**src/rtl/imem_pkg.sv**
```systemverilog
// imem_pkg
// Shared definitions for the instruction-memory fetch controller.
//   state_t        : controller FSM states (load, idle, byte reads, error done)
//   BYTE_LANES     : bytes per instruction word
//   last_word_addr : highest aligned byte address that still holds a full word
package imem_pkg;

    typedef enum logic [1:0] {
        S_LOAD = 2'd0,
        S_IDLE = 2'd1,
        S_RD   = 2'd2,
        S_DONE = 2'd3
    } state_t;

    localparam int unsigned BYTE_LANES = 4;

    function automatic logic [31:0] last_word_addr(input int unsigned aw);
        return 32'((1 << aw) - BYTE_LANES);
    endfunction

endpackage

```
**src/rtl/imem_byte_ram.sv**
```systemverilog
// imem_byte_ram
// Byte-wide synchronous single-port RAM, registered read (1-cycle latency).
// Contents have no reset and survive a controller reset.
// Ports:
//   i_clk   : clock
//   i_we    : write enable, writes i_wdata to i_addr on the rising edge
//   i_addr  : byte address (read and write share it)
//   i_wdata : write byte
//   o_rdata : byte at the address presented in the previous cycle
module imem_byte_ram #(
    parameter int AW = 7
) (
    input  logic          i_clk,
    input  logic          i_we,
    input  logic [AW-1:0] i_addr,
    input  logic [7:0]    i_wdata,
    output logic [7:0]    o_rdata
);

    logic [7:0] r_mem [0:(1<<AW)-1];
    logic [7:0] r_rdata;

    always_ff @(posedge i_clk) begin
        if (i_we) begin
            r_mem[i_addr] <= i_wdata;
        end
        r_rdata <= r_mem[i_addr];
    end

    assign o_rdata = r_rdata;

endmodule

```
**src/rtl/imem_fetch_ctrl.sv**
```systemverilog
// imem_fetch_ctrl
// Boot-loads a program into a byte RAM from a byte-stream loader, then serves
// 32-bit instruction fetches as four sequential byte reads, byte at PC in [31:24].
// Optional feature macro: IMEM_RELOAD_EN (ld_start in S_IDLE re-enters S_LOAD).
// Ports:
//   i_clk, i_rst_n                : clock, asynchronous active-low reset
//   i_ld_valid/i_ld_data/i_ld_last: loader byte stream, o_ld_ready accepts
//   i_ld_start                    : reload request (only with IMEM_RELOAD_EN)
//   o_prog_loaded                 : program load finished
//   i_fetch_req/i_fetch_pc        : fetch request, held until accepted
//   o_fetch_busy                  : low only when a request can be accepted
//   o_fetch_valid                 : one-cycle pulse, o_fetch_instr/o_fetch_err valid
//   o_state                       : current FSM state (debug)
// Handshakes: a loader byte transfers on a rising edge where i_ld_valid and
// o_ld_ready are both high; a fetch is accepted on a rising edge where
// i_fetch_req is high and o_fetch_busy is low (and no reload wins that edge).
module imem_fetch_ctrl
    import imem_pkg::*;
#(
    parameter int AW = 7
) (
    input  logic        i_clk,
    input  logic        i_rst_n,
    input  logic        i_ld_valid,
    input  logic [7:0]  i_ld_data,
    input  logic        i_ld_last,
    output logic        o_ld_ready,
    input  logic        i_ld_start,
    output logic        o_prog_loaded,
    input  logic        i_fetch_req,
    input  logic [31:0] i_fetch_pc,
    output logic        o_fetch_busy,
    output logic        o_fetch_valid,
    output logic [31:0] o_fetch_instr,
    output logic        o_fetch_err,
    output state_t      o_state
);

    localparam logic [AW-1:0] ADDR_MAX  = {AW{1'b1}};
    localparam logic [31:0]   LAST_WORD = last_word_addr(AW);
    localparam logic [2:0]    CNT_LAST  = 3'(BYTE_LANES);

    state_t        r_state;
    logic [AW-1:0] r_addr;
    logic [AW-1:0] r_pc;
    logic [2:0]    r_cnt;
    logic [23:0]   r_shift;
    logic          r_ld_ready;
    logic          r_prog_loaded;
    logic          r_busy;
    logic          r_valid;
    logic          r_err;
    logic [31:0]   r_instr;

    logic          w_ld_fire;
    logic          w_we;
    logic [AW-1:0] w_ram_addr;
    logic [7:0]    w_rdata;
    logic          w_bad_pc;
    logic          w_reload;

`ifdef IMEM_RELOAD_EN
    assign w_reload = i_ld_start;
`else
    logic w_unused_ld_start;
    assign w_unused_ld_start = i_ld_start;
    assign w_reload = 1'b0;
`endif

    assign w_ld_fire = (r_state == S_LOAD) && i_ld_valid && r_ld_ready;
    assign w_we      = w_ld_fire;
    // Reads walk pc..pc+3; the extra count 4 re-reads pc and is discarded.
    assign w_ram_addr = (r_state == S_LOAD) ? r_addr : (r_pc + AW'(r_cnt[1:0]));
    assign w_bad_pc   = (i_fetch_pc[1:0] != 2'b00) || (i_fetch_pc > LAST_WORD);

    imem_byte_ram #(.AW(AW)) u_ram (
        .i_clk   (i_clk),
        .i_we    (w_we),
        .i_addr  (w_ram_addr),
        .i_wdata (i_ld_data),
        .o_rdata (w_rdata)
    );

    always_ff @(posedge i_clk or negedge i_rst_n) begin
        if (!i_rst_n) begin
            r_state       <= S_LOAD;
            r_addr        <= '0;
            r_pc          <= '0;
            r_cnt         <= '0;
            r_shift       <= '0;
            r_ld_ready    <= 1'b1;
            r_prog_loaded <= 1'b0;
            r_busy        <= 1'b1;
            r_valid       <= 1'b0;
            r_err         <= 1'b0;
            r_instr       <= '0;
        end else begin
            r_valid <= 1'b0;
            r_err   <= 1'b0;
            case (r_state)
                S_LOAD: begin
                    if (w_ld_fire) begin
                        // The top address ends the load so the pointer never wraps.
                        if (i_ld_last || (r_addr == ADDR_MAX)) begin
                            r_state       <= S_IDLE;
                            r_prog_loaded <= 1'b1;
                            r_ld_ready    <= 1'b0;
                            r_busy        <= 1'b0;
                        end else begin
                            r_addr <= r_addr + 1'b1;
                        end
                    end
                end
                S_IDLE: begin
                    if (w_reload) begin
                        r_state       <= S_LOAD;
                        r_addr        <= '0;
                        r_prog_loaded <= 1'b0;
                        r_ld_ready    <= 1'b1;
                        r_busy        <= 1'b1;
                    end else if (i_fetch_req) begin
                        r_busy <= 1'b1;
                        r_pc   <= i_fetch_pc[AW-1:0];
                        r_cnt  <= '0;
                        if (w_bad_pc) begin
                            r_state <= S_DONE;
                            r_instr <= '0;
                        end else begin
                            r_state <= S_RD;
                        end
                    end
                end
                S_RD: begin
                    r_cnt <= r_cnt + 1'b1;
                    // Read data lags the address by one cycle: counts 1..4 carry bytes 0..3.
                    if (r_cnt == CNT_LAST) begin
                        r_instr <= {r_shift, w_rdata};
                        r_valid <= 1'b1;
                        r_busy  <= 1'b0;
                        r_state <= S_IDLE;
                    end else if (r_cnt != 3'd0) begin
                        r_shift <= {r_shift[15:0], w_rdata};
                    end
                end
                S_DONE: begin
                    r_valid <= 1'b1;
                    r_err   <= 1'b1;
                    r_busy  <= 1'b0;
                    r_state <= S_IDLE;
                end
                default: r_state <= S_LOAD;
            endcase
        end
    end

    assign o_ld_ready    = r_ld_ready;
    assign o_prog_loaded = r_prog_loaded;
    assign o_fetch_busy  = r_busy;
    assign o_fetch_valid = r_valid;
    assign o_fetch_instr = r_instr;
    assign o_fetch_err   = r_err;
    assign o_state       = r_state;

endmodule
```
**config.mk**
```make
export PLATFORM = sky130hd
export DESIGN_NAME = imem_fetch_ctrl
export DESIGN_NICKNAME = d
export VERILOG_FILES = /design/src/rtl/imem_pkg.sv /design/src/rtl/imem_byte_ram.sv /design/src/rtl/imem_fetch_ctrl.sv
export SDC_FILE = /design/constraint.sdc
export NUM_CORES = 1
export LEC_CHECK = 0
export BUFFER_PORTS_ARGS = -buffer_cell sky130_fd_sc_hd__buf_2
export CAP_MARGIN = 40
export CORE_ASPECT_RATIO = 0.5
export CORE_MARGIN = 1.5
export CORE_UTILIZATION = 56
export CTS_CLUSTER_DIAMETER = 40
export DETAILED_ROUTE_END_ITERATION = 10
export PLACE_DENSITY_LB_ADDON = 0.08
export SYNTH_ARGS = -nofsm -noshare
export SYNTH_HDL_FRONTEND = slang
export SYNTH_SLANG_ARGS = --single-unit
```
**constraint.sdc**
```tcl
create_clock -name i_clk -period 3.55 [get_ports i_clk]
set_clock_uncertainty 0.15 [all_clocks]
set_input_delay 0.355 -clock i_clk [delete_from_list [all_inputs] [get_ports i_clk]]
set_output_delay 0.355 -clock i_clk [all_outputs]
set_load 0.01 [all_outputs]
```
Yosys cells after proc, flatten, opt, wreduce, memory -nomap -nowiden:

Memory sizes are Yosys's and may differ from the RTL's. A register that Yosys moved wholly into a read port is not among the register bits.
Index checks and enable logic that the tools add are counted.

* latch bits: 0
* memory bits (read-only): 0
* output and inout port bits: 39
* memories: 1
* input port bits: 46
* word-level logic and storage cells: 66
* bits in writable memories: 1024
* flip-flop bits (word level): 80

Memory list
* u_ram.r_mem: depth 128, width 8, read ports 1, clocked after memory_dff 1, wr ports 1, line imem_byte_ram.sv:20 `logic [7:0] r_mem [0:(1<<AW)-1];`

* div/mod/pow operators: 0
* shift operators: 0
* muxes and demuxes: 23
* reductions and logical operators: 15
* add/subtract/negate cells: 3
* multiply operators: 0
* magnitude comparators: 1
* equal/unequal tests: 10
* bitwise logic cells: 2

Operator list (count)
* 2-to-1 mux 32 bit: 3
* case mux 32 bit (2 select lines): 1
* > comparator 32 x 7 -> 1 bit, second input constant: 1
* 2-to-1 mux 1 bit: 9
* AND reduction 3 bit: 3
* 2-to-1 mux 2 bit: 4
* case mux 2 bit (4 select lines): 1
* AND reduction 4 bit: 2
* adder 7 x 1 -> 7 bit, second input constant: 1
* adder 7 x 2 -> 7 bit: 1
* equality test 7 bit, second input constant: 1
* 2-to-1 mux 7 bit: 1
* != test 2 bit, second input constant: 3
* case mux 3 bit (2 select lines): 1
* equality test 2 bit, second input constant: 2
* != test 2 x 1 -> 1 bit, second input constant: 2
* case mux 1 bit (4 select lines): 1
* AND reduction 2 bit: 2
* nonzero test 2 bit: 2
* adder 3 x 1 -> 3 bit, second input constant: 1
* equality test 3 bit, second input constant: 1
* 2-to-1 mux 3 bit: 1
* nonzero test 3 bit: 1
* equality test 2 x 1 -> 1 bit, second input constant: 1
* 5 further kinds: 8

Longest topological paths before layout:

* word-level depth: 5
* mapped depth: 14
* gate-level depth less buffers: 10

Modules after synthesis:

Synthesis repeated with hierarchy kept, for this count alone.

* cells, all modules: 2799
* area, all modules: 43925.9 um^2

Modules (own cells, without submodules)
* imem_byte_ram: cells an instance 2475, times used 1, sequential area each 30909.6 um^2, area an instance 40433.8 um^2
* imem_fetch_ctrl: cells an instance 324, times used 1, sequential area each 2004.4 um^2, area an instance 3492.1 um^2

Least setup slack after synthesis:

OpenSTA, ideal clock, no wires.

* kind: register -> register
* start point: register r_cnt[0]
* end point: memory u_ram.r_mem[33][0], enable pin
* library setup time: 370 ps
* data required time: 3030 ps
* path buffers: 3
* path slack: 86 ps
* clock period less this slack: 3464 ps
* data arrival time: 2944 ps
* stages on the path, launching flop included: 10
* cells stage by stage: dfrtp_1 > ha_1 > fa_1 > xor2_1 > o32ai_1 > buf_2 > buf_2 > nand2_1 > buf_2 > nor2_1

* word-level cells in the longest chain between the ends: 2

RTL lines
* start, declared: line imem_fetch_ctrl.sv:46 `logic [2:0] r_cnt;`
* start signal, assigned: line imem_fetch_ctrl.sv:134 `r_cnt <= r_cnt + 1'b1;`
* adder 7 x 2 -> 7 bit: line imem_fetch_ctrl.sv:73 `assign w_ram_addr = (r_state == S_LOAD) ? r_addr : (r_pc + AW'(r_cnt[1:0]));`
* 2-to-1 mux 7 bit: line imem_fetch_ctrl.sv:73
* end, declared: line imem_byte_ram.sv:20

Every way passes these cells.

Worst setup path in the final report:

* start point: register r_pc[0]
* end point: register u_ram.r_rdata[6], in the netlist u_ram.o_rdata[6], read port of u_ram.r_mem

* word-level cells in the longest chain between the ends: 2

RTL lines
* start, declared: line imem_fetch_ctrl.sv:45 `logic [AW-1:0] r_pc;`
* start signal, assigned: line imem_fetch_ctrl.sv:123 `r_pc <= i_fetch_pc[AW-1:0];`
* adder 7 x 2 -> 7 bit: line imem_fetch_ctrl.sv:73
* 2-to-1 mux 7 bit: line imem_fetch_ctrl.sv:73
* end, declared: line imem_byte_ram.sv:21 `logic [7:0] r_rdata;`

Every way passes these cells.
A chain may end at the register's enable or synchronous reset.

==> reports/metrics.cfg <==
[run_status]
status = finished, violations left
violations = setup timing

[power]
finalPower_mw = 29.5
internal-power_mw = 21.9
clockPowerShare_pct = 37.1
p_sw_mw = 7.63
ir_worst_vdd_mv = 0.396
p_seq_share_pct = 49.0
p_per_area_nw_per_um2 = 551
pwr-share-comb_pct = 13.9
p_leak_nw = 19.2
switching_share_pct = 25.9

[floorplanning]
die_w_um = 398
initial_utilization_pct = 56.5
core_area_um2 = 77300
ios = 85
die_h_um = 201
dieArea_um2 = 79800
fp-row-count = 72

[min_path]
min_path_type = input pin to asynchronous set/reset pin

[timing]
layout_setup_ws_ns = -0.106
setup_tns_ns = -0.231
fin_crit_sh_pct = 103
hold_viol_final = 0
drv_slew = 0
whs_ns = 0.0380
layout_min_cycle_time_ns = 3.66
clock.fmax_ghz = 0.273
slew_headroom_pct = 41.2
setup_viol = 4
worst_slew_pin_slew_ns = 0.882
rsz0062_at_grt = true

[grt]
grt_pass1_wl_mm = 188
gr-total-overflow = 0
grt_max_degree = 81
grt_usage_pct = 32.7
antenna_found_initial = 3
grt_pass1_vias = 27900

[synth]
netlist.area_leader.share_pct = 70.4
synthMuxAreaShare_pct = 3.40
yosysWarnings = 0
synth_nets = 3017
synth-async-reset-ratio_pct = 7.19
synth-edff-count = 1024
syn_area_per_cell_um2 = 14.7
synth-seq-area-share_pct = 75.3
synthCells = 2964
yosysTopAreaCell = edfxtp_1
synth_seq_cells = 1112
ys_types = 79
synth-simple-area-share_pct = 9.87
ys.flop_type = edfxtp_1
synth_compound_area_share_pct = 8.70
yosys.cell_count.top_type = edfxtp_1
synth-xor-area-share_pct = 0.278
synthAdderAreaFrac_pct = 0.218
yosys-top-cells-count = edfxtp_1 (1024), nand2_1 (578), nor2_1 (161)
ys_top_cells_by_area = edfxtp_1 (70%), nand2_1 (5.0%), dfrtp_1 (4.5%), mux4_2 (1.5%), nand3_1 (1.5%)
synth_top_family_by_area = simple AND/OR/NAND/NOR gates
synthesis.area_um2 = 43700

[final_layout]
multi_input_area_um2 = 10400
fin_area_um2 = 53500
layout-drive-gt1-share_pct = 25.9
fillers = 5248
seq_area_um2 = 32900
synthToLayoutAreaGrowth_pct = 22.5
final_nets = 3557
stdcell_count = 4624
utilization_pct = 69.3
antenna_cells = 0

[drt]
first_pass_iters = 8
wl_mm = 133
drc = 0
drt.antenna.violating_nets = 0
wl_per_cell_um = 28.7
vias = 29400
first_iter_violations = 3782
viasPerCell = 6.36

[clock_network]
cts_tree = yes
cts_buffers = 99
cts_htree_levels = 3
clkSinkCount = 1112
cts_root_buf = clkbuf_16
cts_max_path_buffers = 3
clkLatencyLatePin_ns = 0.72
clk_pin_slew_worst_paths_ns = 0.07

[place]
io_buffers = 83
dp_hpwl_mm = 85.5
place_inst = 4383
gp_congestion = 0.937
place_ws_ns = -0.459
detailed_place.area_um2 = 49100

[flow_run]
maxCapViolCount = 0

[worst_setup_path]
critPathArrivalTime_ns = 4.06
setup.worst_path.start_class = register
crit_required_ns = 3.95
endpoint_kind = register
cp_max_fo = 18
crit_type = register to register

==> cell usage in the layout (no fill, tap or decap), types with 13 or more instances in the layout <==
master / n
buf_2: 74
nand4_1: 34
o21ai_1: 17
mux2i_1: 46
o22ai_1: 25
mux2_2: 30
buf_4: 456
buf_12: 59
nand2_1: 574
dlygate4sd3_1: 16
and3_1: 58
nor2_1: 154
o21ai_0: 14
a21oi_1: 73
clkbuf_16: 110
a31oi_1: 49
a311oi_1: 51
a22o_1: 55
a211oi_1: 40
clkinv_1: 13
edfxtp_1: 1024
a32oi_1: 32
mux4_2: 30
nand3_1: 132
dfrtp_1: 77
a22oi_1: 40
buf_6: 16
clkbuf_1: 18
==> state kept, by name, indices dropped and copies added (netlist names) <==
| register | cells |
|---|---|
| o_fetch_busy | 1 |
| o_prog_loaded | 1 |
| o_fetch_err | 1 |
| u_ram.o_rdata | 8 |
| u_ram.r_mem | 1024 |
| o_ld_ready | 1 |
| r_cnt | 3 |
| r_pc | 7 |
| o_state | 2 |
| o_fetch_instr | 32 |
| o_fetch_valid | 1 |
| r_addr | 7 |
| r_shift | 24 |
==> layer usage <==
metal | vias up | track usage, % | routed length (µm)
met5 | - | 0 | 33
met4 | 4 | 8.15 | 3230
met3 | 242 | 8.55 | 17400
met2 | 1775 | 46.6 | 56600
met1 | 14800 | 50.3 | 55500
li1 | 12500 | - | -
==> critical path: stages (launching register included) <==
cell and delay [ns]:
dfrtp_1 0.40, ha_2 0.21, fa_2 0.56, o21ai_4 0.20
nand2_8 0.13, buf_12 0.15, buf_12 0.15, buf_6 0.16
a211oi_1 0.23, a311oi_1 0.07, a31oi_1 0.27, o2111ai_2 0.22
a22oi_2 0.37, nand4_1 0.22
==> what timing repair did <==
item / CTS / global route
endpoints found under the hold margin: 142 / 0
pin swaps: 14 / 25
gates cloned: 2 / 3
gates resized for setup: 41 / 73
setup endpoints to repair: 149 / 241
setup buffers: 8 / 29
hold buffers: 16 / 0
==> cell families after synthesis <==
| group | count (synthesis) |
|---|---|
| AO/OA/AOI/OAI | 514 |
| adder cells (fa/ha/maj) | 7 |
| XOR/XNOR | 13 |
| AND/OR/NAND/NOR | 1008 |
| flip-flops | 1112 |
| buffers and inverters | 203 |
| multiplexers | 107 |
==> final timing paths <==
path,end,start,slack [ns],depth (start not counted)
hold / removal,o_fetch_instr[20],i_rst_n,0.04,3
setup / recovery,u_ram.o_rdata[6],r_pc[0],-0.11,13
setup reg to reg,u_ram.o_rdata[6],r_pc[0],-0.11,13
max in group asynchronous,o_fetch_instr[21],i_rst_n,2.01,3
hold reg to reg,o_prog_loaded,o_prog_loaded,0.31,1
min in group i_clk,u_ram.r_mem[93][7],i_ld_data[7],0.04,1
==> power by group through the flow <==
stage | clock, mW | combinational (mW) | sequential, mW
2_1_floorplan | 0 | 1.66 | 14.7
3_3_place_gp | 0 | 3.59 | 14.7
3_5_place_dp | 0 | 3.63 | 14.7
4_1_cts | 11.0 | 3.77 | 14.5
5_1_grt | 11.5 | 4.26 | 14.5
6_report | 10.9 | 4.09 | 14.5
==> cell type report <==
type,instances,area share (%)
Inverter,9,0.0631
Sequential cell,1112,61.5
Clock inverter,56,0.928
Tap cell,1036,2.42
Multi-Input combinational cell,1649,19.4
Timing Repair Buffer,633,10.5
Clock buffer,129,5.23
Power figures use the tool's default switching activity.
